**src/rtl/rc_pwm_receiver_if.sv**
```systemverilog
// Interface bundling the RC receiver pin-side inputs and frame outputs.
//   ctrl_inputs  raw asynchronous PWM inputs, one per channel
//   data         channel widths in us, ch0 in bits [WIDTH-1:0]
//   ch_valid     per-channel "receiving in-range pulses"
//   failsafe     any channel lost
//   pulse_err    per-channel 1-cycle flag: out-of-range pulse discarded
//   data_rdy     1-cycle strobe: new frame on data
// master = pin driver / frame consumer, slave = the receiver itself.
interface rc_pwm_receiver_if #(
    parameter int NUM_CH = 4,
    parameter int WIDTH  = 12
);
    logic [NUM_CH-1:0]       ctrl_inputs;
    logic [NUM_CH*WIDTH-1:0] data;
    logic [NUM_CH-1:0]       ch_valid;
    logic                    failsafe;
    logic [NUM_CH-1:0]       pulse_err;
    logic                    data_rdy;

    modport master (
        output ctrl_inputs,
        input  data, ch_valid, failsafe, pulse_err, data_rdy
    );

    modport slave (
        input  ctrl_inputs,
        output data, ch_valid, failsafe, pulse_err, data_rdy
    );
endinterface

```
**src/rtl/rc_pwm_receiver.sv**
```systemverilog
// RC PWM receiver front end: measures the high time of NUM_CH PWM inputs in
// microsecond ticks, range-checks each pulse, times out each channel
// independently, substitutes FAILSAFE_US on lost channels and publishes a
// coherent frame with a one-cycle data_rdy strobe.
// Ports:
//   clk_system  system clock, all logic on the rising edge
//   reset_n     synchronous active-low reset
//   rx_bus      rc_pwm_receiver_if.slave (ctrl_inputs in; data, ch_valid,
//               failsafe, pulse_err, data_rdy out)
module rc_pwm_receiver #(
    parameter int NUM_CH      = 4,
    parameter int WIDTH       = 12,
    parameter int TICK_DIV    = 50,
    parameter int MIN_US      = 900,
    parameter int MAX_US      = 2100,
    parameter int TIMEOUT_US  = 25000,
    parameter int FAILSAFE_US = 1000
) (
    input  logic               clk_system,
    input  logic               reset_n,
    rc_pwm_receiver_if.slave   rx_bus
);
    localparam int PW = (TICK_DIV > 1) ? $clog2(TICK_DIV) : 1;
    localparam int TW = $clog2(TIMEOUT_US + 1);

    localparam logic [PW-1:0]    PRE_LAST = PW'(TICK_DIV - 1);
    localparam logic [WIDTH-1:0] MIN_W    = WIDTH'(MIN_US);
    localparam logic [WIDTH-1:0] MAX_W    = WIDTH'(MAX_US);
    localparam logic [WIDTH-1:0] FS_W     = WIDTH'(FAILSAFE_US);
    localparam logic [TW-1:0]    TO_MAX   = TW'(TIMEOUT_US);
    localparam logic [TW-1:0]    TO_LAST  = TW'(TIMEOUT_US - 1);

    typedef enum logic [1:0] {
        ST_IDLE,
        ST_HIGH,
        ST_STUCK
    } state_t;

    logic [PW-1:0]           r_pre;
    logic [NUM_CH-1:0]       r_sync1;
    logic [NUM_CH-1:0]       r_sync2;
    logic [NUM_CH-1:0]       r_prev;
    logic [NUM_CH-1:0]       r_rise;
    logic [NUM_CH-1:0]       r_fall;
    state_t                  r_state [NUM_CH];
    logic [WIDTH-1:0]        r_cnt   [NUM_CH];
    logic [TW-1:0]           r_to    [NUM_CH];
    logic [NUM_CH*WIDTH-1:0] r_data;
    logic [NUM_CH-1:0]       r_valid;
    logic [NUM_CH-1:0]       r_fresh;
    logic [NUM_CH-1:0]       r_err;
    logic                    r_fs_d;
    logic                    r_fs_rdy;

    logic w_tick;
    logic w_failsafe;
    logic w_frame;
    logic w_rdy;

    assign w_tick     = (r_pre == PRE_LAST);
    assign w_failsafe = ~(&r_valid);
    // A frame is complete once every live channel has a fresh sample.
    assign w_frame    = (&(r_fresh | ~r_valid)) & (|r_fresh);
    assign w_rdy      = w_frame | r_fs_rdy;

    always_ff @(posedge clk_system) begin
        if (!reset_n) begin
            r_pre    <= '0;
            r_sync1  <= '0;
            r_sync2  <= '0;
            r_prev   <= '0;
            r_rise   <= '0;
            r_fall   <= '0;
            r_data   <= {NUM_CH{FS_W}};
            r_valid  <= '0;
            r_fresh  <= '0;
            r_err    <= '0;
            // Failsafe is already asserted out of reset; that is not a rise.
            r_fs_d   <= 1'b1;
            r_fs_rdy <= 1'b0;
            for (int unsigned i = 0; i < NUM_CH; i++) begin
                r_state[i] <= ST_IDLE;
                r_cnt[i]   <= '0;
                r_to[i]    <= '0;
            end
        end else begin
            r_pre    <= w_tick ? '0 : r_pre + 1'b1;
            r_sync1  <= rx_bus.ctrl_inputs;
            r_sync2  <= r_sync1;
            r_prev   <= r_sync2;
            // Registered edge strobes give a fixed 3-cycle input-to-FSM latency.
            r_rise   <= r_sync2 & ~r_prev;
            r_fall   <= ~r_sync2 & r_prev;
            r_fs_d   <= w_failsafe;
            r_fs_rdy <= w_failsafe & ~r_fs_d;
            r_err    <= '0;

            // Frame clear first; a same-cycle latch below sets its bit again.
            if (w_rdy) begin
                r_fresh <= '0;
            end

            for (int unsigned i = 0; i < NUM_CH; i++) begin
                if (w_tick && (r_to[i] != TO_MAX)) begin
                    r_to[i] <= r_to[i] + 1'b1;
                    if (r_to[i] == TO_LAST) begin
                        r_valid[i]                <= 1'b0;
                        r_data[i*WIDTH +: WIDTH]  <= FS_W;
                    end
                end

                case (r_state[i])
                    ST_IDLE: begin
                        if (r_rise[i]) begin
                            r_cnt[i]   <= '0;
                            r_state[i] <= ST_HIGH;
                        end
                    end
                    ST_HIGH: begin
                        if (r_fall[i]) begin
                            r_state[i] <= ST_IDLE;
                            // cnt never exceeds MAX_US here: MAX_US+1 leaves for STUCK.
                            if (r_cnt[i] >= MIN_W) begin
                                r_data[i*WIDTH +: WIDTH] <= r_cnt[i];
                                r_fresh[i]               <= 1'b1;
                                r_valid[i]               <= 1'b1;
                                r_to[i]                  <= '0;
                            end else begin
                                r_err[i] <= 1'b1;
                            end
                        end else if (w_tick) begin
                            r_cnt[i] <= r_cnt[i] + 1'b1;
                            if (r_cnt[i] == MAX_W) begin
                                r_state[i] <= ST_STUCK;
                            end
                        end
                    end
                    ST_STUCK: begin
                        if (r_fall[i]) begin
                            r_err[i]   <= 1'b1;
                            r_state[i] <= ST_IDLE;
                        end
                    end
                    default: begin
                        r_state[i] <= ST_IDLE;
                    end
                endcase
            end
        end
    end

    assign rx_bus.data      = r_data;
    assign rx_bus.ch_valid  = r_valid;
    assign rx_bus.failsafe  = w_failsafe;
    assign rx_bus.pulse_err = r_err;
    assign rx_bus.data_rdy  = w_rdy;

endmodule
```
**src/flat_wrapper.sv**
```systemverilog
// flat-port wrapper written by rule: the top's interface ports become plain ports
module rc_pwm_receiver_flat 
#(
    parameter int NUM_CH      = 4,
    parameter int WIDTH       = 12,
    parameter int TICK_DIV    = 50,
    parameter int MIN_US      = 900,
    parameter int MAX_US      = 2100,
    parameter int TIMEOUT_US  = 25000,
    parameter int FAILSAFE_US = 1000
)
  (clk_system, reset_n, rx_bus_ctrl_inputs, rx_bus_data, rx_bus_ch_valid, rx_bus_failsafe, rx_bus_pulse_err, rx_bus_data_rdy);
  rc_pwm_receiver_if #(.NUM_CH(NUM_CH), .WIDTH(WIDTH)) rx_bus_i ();
  input  logic clk_system;
  input  logic reset_n;
  input wire logic [$bits(rx_bus_i.ctrl_inputs)-1:0] rx_bus_ctrl_inputs;
  output wire logic [$bits(rx_bus_i.data)-1:0] rx_bus_data;
  output wire logic [$bits(rx_bus_i.ch_valid)-1:0] rx_bus_ch_valid;
  output wire logic [$bits(rx_bus_i.failsafe)-1:0] rx_bus_failsafe;
  output wire logic [$bits(rx_bus_i.pulse_err)-1:0] rx_bus_pulse_err;
  output wire logic [$bits(rx_bus_i.data_rdy)-1:0] rx_bus_data_rdy;
  assign rx_bus_i.ctrl_inputs = rx_bus_ctrl_inputs;
  assign rx_bus_data = rx_bus_i.data;
  assign rx_bus_ch_valid = rx_bus_i.ch_valid;
  assign rx_bus_failsafe = rx_bus_i.failsafe;
  assign rx_bus_pulse_err = rx_bus_i.pulse_err;
  assign rx_bus_data_rdy = rx_bus_i.data_rdy;
  rc_pwm_receiver #(.NUM_CH(NUM_CH), .WIDTH(WIDTH), .TICK_DIV(TICK_DIV), .MIN_US(MIN_US), .MAX_US(MAX_US), .TIMEOUT_US(TIMEOUT_US), .FAILSAFE_US(FAILSAFE_US)) u_core (.clk_system(clk_system), .reset_n(reset_n), .rx_bus(rx_bus_i));
endmodule
```
**config.mk**
```make
export PLATFORM = sky130hd
export DESIGN_NAME = rc_pwm_receiver_flat
export DESIGN_NICKNAME = d
export VERILOG_FILES = /design/src/rtl/rc_pwm_receiver_if.sv /design/src/rtl/rc_pwm_receiver.sv /design/src/flat_wrapper.sv
export SDC_FILE = /design/constraint.sdc
export NUM_CORES = 1
export LEC_CHECK = 0
export BUFFER_PORTS_ARGS = -buffer_cell sky130_fd_sc_hd__buf_2
export CAP_MARGIN = 20
export CORE_UTILIZATION = 60
export DETAILED_ROUTE_END_ITERATION = 10
export GPL_TIMING_DRIVEN = 0
export PLACE_DENSITY = 0.77
export SETUP_SLACK_MARGIN = 0.4
export SLEW_MARGIN = 5
export SYNTH_ARGS = -nofsm -noshare
export SYNTH_HDL_FRONTEND = slang
export SYNTH_SLANG_ARGS = --single-unit
```
**constraint.sdc**
```tcl
create_clock -name clk_system -period 2.9 [get_ports clk_system]
set_input_delay 0.29 -clock clk_system [delete_from_list [all_inputs] [get_ports clk_system]]
set_output_delay 0.29 -clock clk_system [all_outputs]
set_load 0.01 [all_outputs]
```
[Word-level counts from Yosys, hierarchy flattened]
Memory sizes are Yosys's and may differ from the RTL's.
Index checks and enable logic that the tools add are counted.
Widths: inputs -> output; s select.
Storage, ports and cells
  RAM bits: 116
  register bits: 88
  memories: 3
  bits in read-only memories: 0
  bits in latches: 0
  input bits: 6
  output and inout port bits: 58
Memory list
  u_core.r_to: depth 4, bits a word 15, read ports 4, clocked after memory_dff 0, write ports 4, line rc_pwm_receiver.sv:47  | logic [TW-1:0] r_to [NUM_CH];
  u_core.r_cnt: depth 4, bits a word 12, read ports 4, clocked after memory_dff 0, write ports 4, line rc_pwm_receiver.sv:46  | logic [WIDTH-1:0] r_cnt [NUM_CH];
  u_core.r_state: depth 4, bits a word 2, read ports 4, clocked after memory_dff 0, write ports 4, line rc_pwm_receiver.sv:45  | state_t r_state [NUM_CH];
Cells by class
  div/mod/pow operators: 0
  bitwise operators: 48
  mux-type cells: 231
  order comparisons: 4
  equal/unequal tests: 21
  $add $sub $neg: 9
  reductions and logical operators: 16
  multiply operators: 0
  shift-type cells: 0
Operator list (number)
  $mux 12: 28
  $mux 1: 170
  $mux 15: 8
  $add 15x1->15 const B: 4
  $eq 15x15->1 const B: 4
  $ne 15x15->1 const B: 4
  $add 12x1->12 const B: 4
  $eq 12x12->1 const B: 4
  $ge 12x10->1 const B: 4
  $mux 2: 20
  $or 1x1->1: 37
  $not 4->4: 3
  $reduce_or 3->1: 4
  $and 4x4->4: 2
  $eq 2x1->1 const B: 4
  $eq 2x2->1 const B: 4
  $logic_not 2->1: 4
  $pmux 1 s2: 4
  $reduce_and 4->1: 2
  $add 6x1->6 const B: 1
  $eq 6x6->1 const B: 1
  $logic_and 1x1->1: 4
  $mux 4: 1
  $or 4x4->4: 1
  other kinds (4): 7

[Depth between registers and ports, before layout]
  word-level depth: 10
  mapped depth: 7
  depth with buffers taken out: 6

[Least setup slack after synthesis]
OpenSTA, ideal clock, no wires.
  path type: register -> register
  from: mem u_core.r_to[2][10] (netlist name)
  to: mem u_core.r_to[2][0] (netlist name) (enable)
  period minus slack after synthesis: 2.474 ns
  arrival: 2.116 ns
  library setup time: 0.358 ns
  stages on the path, launching flop included: 6
  path buffers: 1
  slack: 0.426 ns
  cell sequence: edfxtp_1 > nor4b_1 > nand4_1 > o31ai_1 > clkbuf_1 > nand2_1
RTL lines (line)
  start: declaration: rc_pwm_receiver.sv:47

==> results.yml <==
status:
  status: "completed"
timing:
  max_freq_mhz: 418.9
  finalWorstPathRequiredPeriod_ns: 2.387
  timing.max_slew.rel_slack_pct: 32.89
  endpoints_failing_hold: 0
  layout_worst_path_cycle_share_pct: 82.32
  maxSlewViolCount: 0
  hold_ws_ns: 0.03161
  timing.clock.skew_ns: 0.009523
  setup_viol: 0
  worst_margin_pin_slew_ns: 0.9977
  rsz0062_at_grt: "true"
worst_setup_path:
  crit_path_largest_cell_delay_ns: 0.60
  data_required_critical_path_ns: 3.11
  endpoint_kind: "register"
  path_cells: "or4_1 > o2111ai_2 > and2_1 > clkbuf_1 > nand2_4"
  worstSetupPathType: "register to register"
  path_max_fanout: 15
  setup.worst_path.start_class: "register"
  critical-path-slowest-cell: "sky130_fd_sc_hd__or4_1"
  critPathArrivalTime_ns: 2.59
power:
  combPwrFrac_pct: 4.7
  power.share.sequential_pct: 52.3
  p_switching_uw: 1344
  power.share.switching_pct: 21.79
  internal_power_contribution_uw: 4824
  pwr_density_cell_nw_per_um2: 546.0
  ir_worst_vdd_uv: 495.3
  power_frac_clock_pct: 43.0
  design_power_total_uw: 6167
  leakagePower_uw: 0.004004
layout:
  antenna-diode-count: 0
  drive_above_1_share_pct: 12.67
  area.growth.synth_to_final_pct: 14.64
  num-nets-final: 1074
  most-common-layout-cells: "sky130_fd_sc_hd__edfxtp_1 (116), sky130_fd_sc_hd__nor2_1 (115), sky130_fd_sc_hd__dfxtp_1 (88), sky130_fd_sc_hd__buf_2 (66), sky130_fd_sc_hd__xnor2_1 (66)"
  finalNonFillerCells: 1266
  final_design_area_no_fill_um2: 11300
  layout.cells.most_common: "sky130_fd_sc_hd__edfxtp_1"
drt:
  num_vias: 7530
  wl_per_cell_um: 16.85
  vias_per_cell: 5.948
  finalWirelength_mm: 21.33
  drt-initial-drc-count: 585
  drc_errors: 0
  detail-route-antenna-nets: 0
  drt-pass1-iter-count: 6
placement:
  post_dp_cell_area_um2: 10450
  dpl.hpwl_mm: 14.83
  port_buffers: 63
  gp_congestion: 0.8483
  placed_cells: 1221
logic_synthesis:
  synthesized_cell_area_um2: 9853
  synth.avg_cell_area_um2: 10.48
  synthDominantAreaCellType: "sky130_fd_sc_hd__edfxtp_1"
  synth.yosys.seq_area_share_pct: 53.23
  ys_ff_latch: 204
  number_of_flops_mapped_to_enable_cells_by_yosys: 116
  synth_top_cell_area_share_pct: 35.35
  netlist_top_cells_area: "sky130_fd_sc_hd__edfxtp_1 (35%), sky130_fd_sc_hd__dfxtp_1 (18%), sky130_fd_sc_hd__xnor2_1 (5.9%)"
  netlist_instances: 940
  fraction_of_synthesis_flops_using_an_asynchronous_set_or_reset_pin_pct: 0
  ys.warnings.count: 0
  postSynth.topFlopCell: "sky130_fd_sc_hd__edfxtp_1"
  synthDistinctLibCells: 58
  synth_nets: 980
clock_network:
  cts-root-buf: "sky130_fd_sc_hd__clkbuf_16"
  h-tree-depth: 1
  clock_latency_ns: 0.50
  clk_path_buf_depth: 3
  clock_tree_from_tritoncts: "done"
  clkSlewWorstSetupHoldPaths_ns: 0.06
  cts_buffer_count: 22
  cts.sink_count: 204
floorplanning:
  num_io_pins: 64
  placement_rows: 46
  chip_width_um: 130.2
  dieArea_um2: 16940
  fp.dieH_um: 130.2
  design.core.area_um2: 15940
  initial_core_util_pct: 61.80
global_route:
  grt_pass1_vias: 7014
  globalRouteTotalUtil_pct: 25.67
  antenna_found_initial: 0
  grt-ovfl-total: 0
  grt_max_degree: 16
  wire_length_of_the_first_global_routing_pass_mm: 34.51
job:
  maxCapViolations: 0
min_path:
  hp-class: "primary input to register"
[Yosys cell counts, types with 4 or more instances]
| cell type | number |
|---|---|
| sky130_fd_sc_hd__a211oi_1 | 4 |
| sky130_fd_sc_hd__a21oi_1 | 4 |
| sky130_fd_sc_hd__a31o_2 | 5 |
| sky130_fd_sc_hd__a32o_1 | 22 |
| sky130_fd_sc_hd__and2_1 | 17 |
| sky130_fd_sc_hd__and3_1 | 14 |
| sky130_fd_sc_hd__and4_1 | 4 |
| sky130_fd_sc_hd__clkbuf_1 | 32 |
| sky130_fd_sc_hd__dfxtp_1 | 88 |
| sky130_fd_sc_hd__edfxtp_1 | 116 |
| sky130_fd_sc_hd__ha_1 | 34 |
| sky130_fd_sc_hd__inv_1 | 54 |
| sky130_fd_sc_hd__nand2_1 | 57 |
| sky130_fd_sc_hd__nand2b_1 | 5 |
| sky130_fd_sc_hd__nand3_1 | 42 |
| sky130_fd_sc_hd__nand4_1 | 32 |
| sky130_fd_sc_hd__nor2_1 | 115 |
| sky130_fd_sc_hd__nor2b_1 | 13 |
| sky130_fd_sc_hd__nor3_1 | 53 |
| sky130_fd_sc_hd__nor3b_1 | 4 |
| sky130_fd_sc_hd__nor4_1 | 24 |
| sky130_fd_sc_hd__nor4b_1 | 7 |
| sky130_fd_sc_hd__o2111ai_1 | 4 |
| sky130_fd_sc_hd__o21ai_0 | 15 |
| sky130_fd_sc_hd__o32a_1 | 21 |
| sky130_fd_sc_hd__or3_1 | 4 |
| sky130_fd_sc_hd__or4_1 | 7 |
| sky130_fd_sc_hd__xnor2_1 | 66 |
| sky130_fd_sc_hd__xor2_1 | 29 |
[worst paths after layout]
| check | start | to | slack (ns) | depth (start not counted) |
|---|---|---|---|---|
| setup / recovery | u_core.r_cnt[1][10]$_SDFFCE_PN0P_ | u_core.r_to[1][9]$_SDFFCE_PP0P_ | 0.51 | 5 |
| hold / removal | rx_bus_ctrl_inputs[2] | u_core.r_sync1[2]$_SDFF_PN0_ | 0.03 | 2 |
| setup reg to reg | u_core.r_cnt[1][10]$_SDFFCE_PN0P_ | u_core.r_to[1][9]$_SDFFCE_PP0P_ | 0.51 | 5 |
| hold reg to reg | u_core.r_fs_d$_SDFF_PN1_ | u_core.r_fs_rdy$_SDFF_PN0_ | 0.40 | 1 |
[routing by layer]
layer	GRT usage [%]	wire length, µm
met1	35.35	9487
met5	0	0
met2	41.55	10130
met4	9.234	532
met3	3.485	1174
[flip-flops by register name, summed over array words and instances (netlist names)]
| name | cells |
|---|---|
| u_core.r_cnt | 48 |
| u_core.r_fall | 4 |
| u_core.r_fresh | 4 |
| u_core.r_fs_d | 1 |
| u_core.r_fs_rdy | 1 |
| u_core.r_pre | 6 |
| u_core.r_prev | 4 |
| u_core.r_rise | 4 |
| u_core.r_state | 8 |
| u_core.r_sync1 | 4 |
| u_core.r_sync2 | 4 |
| u_core.r_to | 60 |
| u_core.rx_bus.ch_valid | 4 |
| u_core.rx_bus.data | 48 |
| u_core.rx_bus.pulse_err | 4 |
[power by group through the flow]
stage / combinational, µW / clock, µW / sequential [µW]
after floorplan: 206 / 0 / 3260
after CTS: 283 / 2690 / 3230
final: 288 / 2650 / 3230
after global routing: 319 / 2800 / 3240
after detailed placement: 273 / 0 / 3290
after global placement: 266 / 0 / 3280
[area by class of cell]
class                   count  area, µm²
flip-flops and latches    204       5245
fillers                  1177       4647
multi-input cells         646       4368
clock buffers              37      678.2
repair buffers             70      371.6
well taps                 216      270.3
inverters                  54      202.7
plain buffers              36      146.4
clock inverters             3      13.76
[logic make-up after synthesis]
| logic type | count (synthesis) | synth area share (%) |
|---|---|---|
| and+or+nand+nor | 414 | 21.55 |
| AOI/OAI and AO/OA | 103 | 8.990 |
| buffers and inverters | 90 | 3.467 |
| xor gates and xnor gates | 95 | 8.444 |
| DFF | 204 | 53.23 |
| adders and majority gates | 34 | 4.317 |
[worst max-delay path: cells and delay by family, from the launching register on]
family | cells | cell delay, ns
AND/OR/NAND/NOR | 3 | 0.99
flip-flops | 1 | 0.48
buffers and inverters | 1 | 0.32
AO/OA/AOI/OAI | 1 | 0.30
[what timing repair did]
item                                   in CTS  in global routing
pin swaps                                   1                  1
setup buffers                               0                  3
setup endpoints to repair                 126                126
resized for setup                          17                 13
endpoints found under the hold margin       2                  0
hold buffers                                2                  0
[stage by stage]
step	worst slack, ns	TNS [ns]	util, %
2_1_floorplan	0.4261	0	-
3_3_place_gp	-0.4572	-27.61	65.48
3_5_place_dp	-0.5159	-32.11	65.56
4_1_cts	0.4072	0	70.43
5_1_grt	0.3999	0	70.85
6_report	0.5126	0	70.85
Power figures use the tool's default switching activity.
